**src/rtl/i2c_master_csr_mc.sv**
```systemverilog
// I2C master CSR block: register map, per-channel banks, TX hold entry,
// RX read port, run/watchdog control and interrupt generation.
module i2c_master_csr_mc #(
    parameter int T_ADDR_WID  = 8,
    parameter int P_CLK_FREQ  = 100_000_000,
    parameter int P_I2C_SPEED = 400_000,
    parameter int P_CH_NUM    = 4,
    parameter int P_TMO_WID   = 24,
    parameter int P_RX_DEPTH  = 8,
    parameter int P_TX_DEPTH  = 8
) (
    input  logic                  CLK,
    input  logic                  RESET_N,
    input  logic [T_ADDR_WID-1:0] T_ADDR,
    input  logic                  T_WREN,
    input  logic                  T_RDEN,
    input  logic [31:0]           T_WDATA,
    output logic [31:0]           T_RDATA,
    output logic                  IRQ,
    output logic [31:0]           I2C_CLKDIV,
    output logic                  I2C_RST,
    output logic                  I2C_EN,
    output logic                  I2C_GO,
    input  logic                  I2C_DONE,
    input  logic                  I2C_BUSY,
    output logic [7:0]            I2C_RUN_NUM,
    output logic [2:0]            I2C_SEL,
    output logic [6:0]            I2C_SLAVE_ADDR,
    input  logic                  fifo_snd_rdy,
    output logic                  fifo_snd_vld,
    output logic [7:0]            fifo_snd_dat,
    output logic [4:0]            fifo_snd_ctl,
    input  logic [7:0]            fifo_snd_rooms,
    output logic                  fifo_rcv_rdy,
    input  logic                  fifo_rcv_vld,
    input  logic [7:0]            fifo_rcv_dat,
    input  logic                  fifo_rcv_ack,
    input  logic [7:0]            fifo_rcv_items,
    output logic [3:0]            NUM_CLK_PRE,
    output logic [3:0]            NUM_CLK_MID,
    output logic [3:0]            NUM_CLK_POST,
    output logic [3:0]            NUM_CLK_GAP
);

    localparam logic [31:0] DIV_RST = 32'(P_CLK_FREQ / P_I2C_SPEED);
    localparam logic [31:0] VERSION = 32'h0001_0000;
    localparam logic [7:0]  RXD     = 8'(P_RX_DEPTH);
    localparam logic [7:0]  TXD     = 8'(P_TX_DEPTH);

    localparam logic [T_ADDR_WID-1:0] A_VER = T_ADDR_WID'(8'h00);
    localparam logic [T_ADDR_WID-1:0] A_CTL = T_ADDR_WID'(8'h04);
    localparam logic [T_ADDR_WID-1:0] A_STA = T_ADDR_WID'(8'h08);
    localparam logic [T_ADDR_WID-1:0] A_CFG = T_ADDR_WID'(8'h0C);
    localparam logic [T_ADDR_WID-1:0] A_SEL = T_ADDR_WID'(8'h10);
    localparam logic [T_ADDR_WID-1:0] A_SA  = T_ADDR_WID'(8'h14);
    localparam logic [T_ADDR_WID-1:0] A_DIV = T_ADDR_WID'(8'h28);
    localparam logic [T_ADDR_WID-1:0] A_TMO = T_ADDR_WID'(8'h2C);
    localparam logic [T_ADDR_WID-1:0] A_RUN = T_ADDR_WID'(8'h30);
    localparam logic [T_ADDR_WID-1:0] A_MSK = T_ADDR_WID'(8'h34);
    localparam logic [T_ADDR_WID-1:0] A_THR = T_ADDR_WID'(8'h38);
    localparam logic [T_ADDR_WID-1:0] A_TXD = T_ADDR_WID'(8'h40);
    localparam logic [T_ADDR_WID-1:0] A_RXD = T_ADDR_WID'(8'h50);

    function automatic logic [3:0] nz(input logic [3:0] v);
        return (v == 4'd0) ? 4'd1 : v;
    endfunction

    logic                 en, ie, ctl_rst;
    logic [3:0]           pre, mid, post, gap;
    logic [2:0]           sel;
    logic [6:0]           saddr [8];
    logic [31:0]          cdiv  [8];
    logic [P_TMO_WID-1:0] timeout, wd_cnt, wd_nxt;
    logic                 run_go, run_go_nxt, abort, wd_fire;
    logic [7:0]           run_num, rx_thr;
    logic [4:0]           msk;
    logic                 snd_vld;
    logic [7:0]           snd_dat;
    logic [4:0]           snd_ctl;
    logic                 rcv_rdy, irq;
    logic                 done_ip, tmo, ovf;
    logic [31:0]          rdata, rd_mux, tmo_rd;
    logic                 i2c_rst, i2c_en, i2c_go, rxthr;
    logic                 done_set, tmo_set, ovf_set, clr_all;
    logic [2:0]           w1c;

    logic wr_ctl, wr_sta, wr_cfg, wr_sel, wr_sa, wr_div;
    logic wr_tmo, wr_run, wr_msk, wr_thr, wr_tx, rd_rx, sel_ok;

    assign wr_ctl = T_WREN && (T_ADDR == A_CTL);
    assign wr_sta = T_WREN && (T_ADDR == A_STA);
    assign wr_cfg = T_WREN && (T_ADDR == A_CFG);
    assign wr_sel = T_WREN && (T_ADDR == A_SEL);
    assign wr_sa  = T_WREN && (T_ADDR == A_SA);
    assign wr_div = T_WREN && (T_ADDR == A_DIV);
    assign wr_tmo = T_WREN && (T_ADDR == A_TMO);
    assign wr_run = T_WREN && (T_ADDR == A_RUN);
    assign wr_msk = T_WREN && (T_ADDR == A_MSK);
    assign wr_thr = T_WREN && (T_ADDR == A_THR);
    assign wr_tx  = T_WREN && (T_ADDR == A_TXD);
    assign rd_rx  = T_RDEN && (T_ADDR == A_RXD);
    assign sel_ok = {29'h0, T_WDATA[2:0]} < 32'(P_CH_NUM);

    assign i2c_rst = ctl_rst | ~RESET_N | abort;
    assign i2c_en  = en & ~i2c_rst;
    assign i2c_go  = run_go & i2c_en;
    assign rxthr   = (rx_thr != 8'd0) && (fifo_rcv_items >= rx_thr);

    // Watchdog expires on the GO cycle that takes the count from 1 to 0.
    assign wd_fire = i2c_go & ~I2C_DONE & (wd_cnt == P_TMO_WID'(1));

    always_comb begin
        run_go_nxt = run_go;
        if (wr_run)
            run_go_nxt = T_WDATA[0];
        else if (I2C_DONE | ctl_rst | ~en | wd_fire)
            run_go_nxt = 1'b0;
    end

    always_comb begin
        wd_nxt = wd_cnt;
        if (run_go_nxt & ~run_go)
            wd_nxt = timeout;
        else if (!run_go_nxt)
            wd_nxt = '0;
        else if (i2c_go & ~I2C_DONE & (wd_cnt != '0))
            wd_nxt = wd_cnt - P_TMO_WID'(1);
    end

    assign done_set = i2c_go & I2C_DONE;
    assign tmo_set  = wd_fire;
    assign ovf_set  = wr_tx & snd_vld & ~fifo_snd_rdy;
    assign clr_all  = ctl_rst | ~en;
    assign w1c      = wr_sta ? T_WDATA[3:1] : 3'b000;

    always_comb begin
        tmo_rd = '0;
        tmo_rd[P_TMO_WID-1:0] = timeout;
    end

    always_comb begin
        rd_mux = '0;
        unique case (T_ADDR)
            A_VER: rd_mux = VERSION;
            A_CTL: rd_mux = {ctl_rst, 29'h0, ie, en};
            A_STA: rd_mux = {i2c_rst, I2C_BUSY, 6'h0, RXD, TXD, 3'h0,
                             rxthr, ovf, tmo, done_ip, en};
            A_CFG: rd_mux = {16'h0, gap, post, mid, pre};
            A_SEL: rd_mux = {29'h0, sel};
            A_SA:  rd_mux = {25'h0, saddr[sel]};
            A_DIV: rd_mux = cdiv[sel];
            A_TMO: rd_mux = tmo_rd;
            A_RUN: rd_mux = {run_num, fifo_rcv_items, fifo_snd_rooms,
                             5'h0, tmo, I2C_DONE, run_go};
            A_MSK: rd_mux = {27'h0, msk};
            A_THR: rd_mux = {24'h0, rx_thr};
            A_TXD: rd_mux = {19'h0, snd_ctl, snd_dat};
            A_RXD: rd_mux = fifo_rcv_vld ?
                            {1'b0, 22'h0, fifo_rcv_ack, fifo_rcv_dat} :
                            32'h8000_0000;
            default: rd_mux = '0;
        endcase
    end

    always_ff @(posedge CLK or negedge RESET_N) begin
        if (!RESET_N) begin
            en      <= 1'b0;
            ie      <= 1'b0;
            ctl_rst <= 1'b0;
            pre     <= 4'd1;
            mid     <= 4'd1;
            post    <= 4'd1;
            gap     <= 4'd1;
            sel     <= 3'd0;
            for (int i = 0; i < 8; i++) begin
                saddr[i] <= 7'd0;
                cdiv[i]  <= DIV_RST;
            end
            timeout <= '0;
            wd_cnt  <= '0;
            run_go  <= 1'b0;
            run_num <= 8'd0;
            abort   <= 1'b0;
            msk     <= 5'd0;
            rx_thr  <= 8'd0;
            snd_vld <= 1'b0;
            snd_dat <= 8'd0;
            snd_ctl <= 5'd0;
            rcv_rdy <= 1'b0;
            rdata   <= 32'd0;
            irq     <= 1'b0;
            done_ip <= 1'b0;
            tmo     <= 1'b0;
            ovf     <= 1'b0;
        end else begin
            if (wr_ctl) begin
                en      <= T_WDATA[0] & ~T_WDATA[31];
                ie      <= T_WDATA[1];
                ctl_rst <= T_WDATA[31];
            end
            if (wr_cfg) begin
                pre  <= nz(T_WDATA[3:0]);
                mid  <= nz(T_WDATA[7:4]);
                post <= nz(T_WDATA[11:8]);
                gap  <= nz(T_WDATA[15:12]);
            end
            if (wr_sel && !I2C_BUSY && sel_ok)
                sel <= T_WDATA[2:0];
            if (wr_sa)
                saddr[sel] <= T_WDATA[6:0];
            if (wr_div)
                cdiv[sel] <= T_WDATA;
            if (wr_tmo)
                timeout <= T_WDATA[P_TMO_WID-1:0];
            if (wr_msk)
                msk <= T_WDATA[4:0];
            if (wr_thr)
                rx_thr <= T_WDATA[7:0];
            if (wr_run)
                run_num <= T_WDATA[31:24];
            run_go <= run_go_nxt;
            wd_cnt <= wd_nxt;
            abort  <= wd_fire;

            // Single hold entry: a write into a stalled entry is lost.
            if (wr_tx && !(snd_vld && !fifo_snd_rdy)) begin
                snd_vld <= 1'b1;
                snd_dat <= T_WDATA[7:0];
                snd_ctl <= T_WDATA[12:8];
            end else if (snd_vld && fifo_snd_rdy) begin
                snd_vld <= 1'b0;
            end

            rcv_rdy <= rd_rx & fifo_rcv_vld;
            rdata   <= T_RDEN ? rd_mux : 32'd0;
            irq     <= ie & |(msk[4:1] & {rxthr, ovf, tmo, done_ip});

            if (clr_all)       done_ip <= 1'b0;
            else if (done_set) done_ip <= 1'b1;
            else if (w1c[0])   done_ip <= 1'b0;

            if (clr_all)       tmo <= 1'b0;
            else if (tmo_set)  tmo <= 1'b1;
            else if (w1c[1])   tmo <= 1'b0;

            if (clr_all)       ovf <= 1'b0;
            else if (ovf_set)  ovf <= 1'b1;
            else if (w1c[2])   ovf <= 1'b0;
        end
    end

    assign T_RDATA        = rdata;
    assign IRQ            = irq;
    assign I2C_CLKDIV     = cdiv[sel];
    assign I2C_RST        = i2c_rst;
    assign I2C_EN         = i2c_en;
    assign I2C_GO         = i2c_go;
    assign I2C_RUN_NUM    = run_num;
    assign I2C_SEL        = sel;
    assign I2C_SLAVE_ADDR = saddr[sel];
    assign fifo_snd_vld   = snd_vld;
    assign fifo_snd_dat   = snd_dat;
    assign fifo_snd_ctl   = snd_ctl;
    assign fifo_rcv_rdy   = rcv_rdy;
    assign NUM_CLK_PRE    = pre;
    assign NUM_CLK_MID    = mid;
    assign NUM_CLK_POST   = post;
    assign NUM_CLK_GAP    = gap;

endmodule

```
**config.mk**
```make
export PLATFORM = sky130hd
export DESIGN_NAME = i2c_master_csr_mc
export DESIGN_NICKNAME = d
export VERILOG_FILES = /design/src/rtl/i2c_master_csr_mc.sv
export SDC_FILE = /design/constraint.sdc
export NUM_CORES = 1
export LEC_CHECK = 0
export CORE_MARGIN = 2
export CORE_UTILIZATION = 48
export CTS_CLUSTER_SIZE = 30
export DETAILED_ROUTE_END_ITERATION = 6
export PLACE_DENSITY = 0.77
export SKIP_CTS_REPAIR_TIMING = 1
export SYNTH_ARGS = -nofsm -noshare
export SYNTH_HDL_FRONTEND = slang
export SYNTH_SLANG_ARGS = --single-unit
export TNS_END_PERCENT = 20
```
**constraint.sdc**
```tcl
create_clock -name CLK -period 5.02 [get_ports CLK]
set_input_delay 1.506 -clock CLK [delete_from_list [all_inputs] [get_ports CLK]]
set_output_delay 1.506 -clock CLK [all_outputs]
set_load 0.05 [all_outputs]
```
* Word-level counts from Yosys, hierarchy flattened
Index checks and enable logic that the tools add are counted.
** Storage, ports and cells
- Bits in registers :: 456
- Input bits :: 73
- Output and inout port bits :: 117
- Word-level logic and storage cells :: 156
** Cells by class
- Add/subtract/negate cells :: 1
- $lt $le $gt $ge :: 4
- Equal/unequal tests :: 14
- Mux-type cells :: 36
- Bitwise logic cells :: 27
- Reductions and logical operators :: 34
** Operators by type and width (number)
- $pmux 32 s13 :: 1
- $bwmux 256 :: 1
- $mux 32 :: 5
- $bmux 32 s3 :: 1
- $demux 32 s3 :: 1
- $mux 24 :: 3
- $bwmux 56 :: 1
- $eq 8x6->1 const B :: 5
- $eq 24x1->1 const B :: 1
- $reduce_bool 24->1 :: 1
- $sub 24x1->24 const B :: 1
- $bmux 7 s3 :: 1
- $demux 7 s3 :: 1
- $mux 7 :: 3
- $logic_and 1x1->1 :: 19
- $eq 8x4->1 const B :: 2
- $eq 8x5->1 const B :: 2
- $eq 8x7->1 const B :: 2
- $logic_not 4->1 :: 4
- $mux 4 :: 4
- $mux 1 :: 13
- $and 1x1->1 :: 12
- $reduce_bool 3->1 :: 3
- $eq 8x3->1 const B :: 1
- other kinds (15) :: 28

* Longest topological paths before layout
- Depth after elaboration :: 13
- Mapped depth :: 10
- Depth with buffers taken out :: 8

* Worst setup path before layout
No wires, ideal clock.
- Kind :: input-to-output
- Start point :: input RESET_N
- End point :: output I2C_GO
- Arrival time :: 3276 ps
- Required time :: 3514 ps
- Setup slack :: 238 ps
- Cell stages on the path :: 2
- Path buffers :: 0
- Cell sequence :: nor3b_1 and2_1
** On the way
- Word-level cells in the longest chain between the ends :: 6
** Ends and longest elaborated chain
- from (decl) :: RTL line 13 : input logic RESET_N,
- $not 1->1 :: RTL line 104 : assign i2c_rst = ctl_rst | ~RESET_N | abort;
- $or 1x1->1 (2 in series) :: RTL line 104
- $not 1->1 :: RTL line 105 : assign i2c_en = en & ~i2c_rst;
- $and 1x1->1 :: RTL line 105
- $and 1x1->1 :: RTL line 106 : assign i2c_go = run_go & i2c_en;
- to (decl) :: RTL line 23 : output logic I2C_GO,
Every way passes these cells.

* Worst setup path after layout
- Start point :: register sel[0], in the netlist I2C_SEL[0]
- End point :: output I2C_CLKDIV[1]
** On the way
- Word-level cells in the longest chain between the ends :: 4
** Ends and longest elaborated chain
- from (decl) :: RTL line 70 : logic [2:0] sel;
- from (signal assigned) :: RTL line 208 : sel <= T_WDATA[2:0];
- $not 3->4 (not written as such) :: RTL line 254 : assign I2C_CLKDIV = cdiv[sel];
- $bmux 32 s3 :: RTL line 254
- $mux 32 (not written as such) (2 in series) :: RTL line 254
- to (decl) :: RTL line 20 : output logic [31:0] I2C_CLKDIV,
Every way passes these cells. The select of a mux whose other input is x is not followed.

==> impl_results.md <==
* Status: finished, violations left
* Failing checks: design-rule violations
* Router iterations before antenna repair at 7
* Worst vdd ir at between 0.2 and 0.25 mV
* Synth cell types at 79
* Fin. Hold Viols at 0
* Post-Syn Nets at ~1,800
* GR Util met3 at 4.165%
* Async SR Flop Fraction at between 90% and 100%
* H-tree lvl count at 2
* Met1 Use GR at between 30% and 40%
* Initial antenna violation count at 0
* Setup TNS at 0 ps
* Fraction of the yosys area taken by sequential cells at between 50% and 60%
* Fmax at between 200 and 250 MHz
* Area leader, netlist: dfrtp_1
* CP max FO at 26
* Overall die height at between 200 and 250 um
* Gr busiest metal: met2
* I/O pin cnt at 190
* Clk pin slew, worst setup/hold paths at approximately 60 ps
* Syn avg cell area at roughly 13 um^2
* Slew headroom at between 15 and 20%
* Tcrit/Tclk final at between 90% and 100%
* Dpl cells at 2,448
* DIE AREA at about 47,000 um^2
* Gr ovfl total at 0
* # fillers at approximately 3,500
* Ant diodes at 0
* Clk buf depth at 3
* Final ANT Viol Nets at 0
* Nets at approximately 2,000
* Area growth syn-to-layout at 20.53%
* DRC marker count from the first detailed-route iteration at about 1,700
* CP Capture Type: primary output
* Critical path type: register to primary output
* HPWL after DPL at around 46,000 um
* Core Region at approximately 44,000 um^2
* Vias in the first global route at about 16,000
* Die Wd at roughly 220 um
* IO Port Bufs at about 190
* Initial Util at 48.93%
* Post-synthesis instance total at 1,711
* Number of synthesized flops with an enable pin at 0
* M2 GR Usage at between 40% and 50%
* Unrepaired setup endpoints after global routing: false
* Clock sinks at 456
* Routed len/inst at 26.32 um
* Data arrival, critical path at between 3000 and 4000 ps
* Register bit total from synthesis at ~460
* Multi-input logic area at 9580 um^2
* TritonCTS Buffers at 47
* Largest net degree at the start of global routing at roughly 170
* RD Place Congestion at 0.9708
* Min cycle time layout at about 4900 ps
* # rows at 77
* Main synth FF type: dfrtp_1
* Register Area at roughly 11,000 um^2
* Synth area leaders: dfrtp_1, mux2_2, dfstp_2, nand2_1, mux2i_1
* Synth top cells by count: dfrtp_1, mux2_2, nand2_1
* Pleak at 12.11 nW
* Power Dens Cells at a little over 300 nW/um^2
* Syn. warnings at 0
* CTS tree: done
* Root Driver: clkbuf_16
* Final Instance Count excl. Fillers at 2,534
* CP required at around 3500 ps
* DR vias at about 16,000
* Tot GR Track Use at roughly 28%
* Share of the synthesized area in the top cell type at approximately 47%
* Max Transition Viols Final at 0
* First-pass GRT wire length at about 100,000 um
* Clock skew at roughly 16 ps
* Least-Margin Pin Slew at 1237 ps
* Routed WL at around 67,000 um
* Type of origin of the critical path: register
* Most common cell in the netlist: dfrtp_1
* # setup viols final at 0
* DR DRC count at 1
* Clk_lat worst skew at ~580 ps
* Hold/Removal Path Class: register to register
* Via-per-instance ratio at approximately 6.2
* Layout cells sized above 1 at 36.15%
* Netlist Area Pre-Place at between 20,000 and 25,000 um^2
* MaxCap Viol Count at 0
==> power by group <==
part	switching (mW)	internal (mW)	leakage, nW
sequential	0.0534	3.73	6.15
combinational	0.410	0.222	5.19
clock	1.48	2.09	0.764
==> registers in the layout (all words and copies together) (netlist names), 3 cells and up <==
register,count
I2C_RUN_NUM,8
I2C_SEL,3
NUM_CLK_GAP,4
NUM_CLK_MID,4
NUM_CLK_POST,4
NUM_CLK_PRE,4
T_RDATA,32
cdiv,256
fifo_snd_ctl,5
fifo_snd_dat,8
msk,5
rx_thr,8
saddr,56
timeout,24
wd_cnt,24
==> cell usage in the layout, fill, tap and decap left out, types with 41 or more instances in the layout <==
| cell | count |
|---|---|
| a21oi_1 | 48 |
| buf_4 | 89 |
| mux2i_1 | 41 |
| clkdlybuf4s50_1 | 155 |
| dfrtp_1 | 401 |
| a22oi_1 | 50 |
| clkbuf_16 | 49 |
| mux2_2 | 402 |
| dfstp_2 | 52 |
| nor2_1 | 73 |
| nand2_1 | 117 |
==> through the flow <==
stage / area (um^2) / hold WS (ps) / util (%) / total power, mW / setup WS (ps)
after global placement: 24620 / 462.2 / 55.43 / 4.463 / 673.4
final: 26190 / 481.2 / 58.97 / 7.981 / 137.5
after detailed placement: 24620 / 474.9 / 55.43 / 4.472 / 695.4
after floorplan: 21730 / 452.6 / - / 4.114 / 237.5
after CTS: 26190 / 488.1 / 58.97 / 8.013 / 222.8
after global routing: 26190 / 502.5 / 58.97 / 8.213 / 35.53
==> metal layers <==
metal	up-vias	wire [um]
met5	-	0
met4	0	2507
met3	146	4755
met2	707	31570
met1	8213	27850
li1	6769	-
==> area by class of cell <==
class                           count  area share (%)
Sequential cell                   456           43.85
Multi-Input combinational cell   1109           36.58
Clock buffer                       71           5.379
Clock inverter                     15          0.6258
Tap cell                          592           2.828
Inverter                           21          0.3009
Timing Repair Buffer              270           10.44
==> cell families (layout without fill, tap and decap cells) <==
group	count (synthesis)	count (layout)	synth area share (%)
AOI/OAI and AO/OA	290	290	9.788
xor gates and xnor gates	2	2	0.08062
adders and majority gates	11	11	0.6333
buffers and inverters	146	377	3.230
DFF	456	456	52.81
muxes	479	479	25.69
and+or+nand+nor	327	327	7.767
==> worst max-delay path, stage by stage, from the launching register on <==
cell     delay [ps]
dfrtp_2         810
buf_12          290
and2_1          450
buf_4           250
a22oi_1         110
o22ai_1         530
buf_4           310
==> path summary, 6_finish.rpt <==
check                                start              end  slack [ps]  cells past startpoint
max in group asynchronous          RESET_N         cdiv[13]        2220                      3
worst max register to register  I2C_SEL[2]        cdiv[111]        1940                      5
worst min register to register    saddr[1]         saddr[1]         480                      1
worst max-delay path            I2C_SEL[0]    I2C_CLKDIV[1]         140                      6
min in group asynchronous          RESET_N  fifo_snd_dat[0]        1000                      2
worst min-delay path              saddr[1]         saddr[1]         480                      1
(Power assumes the default switching activity.)
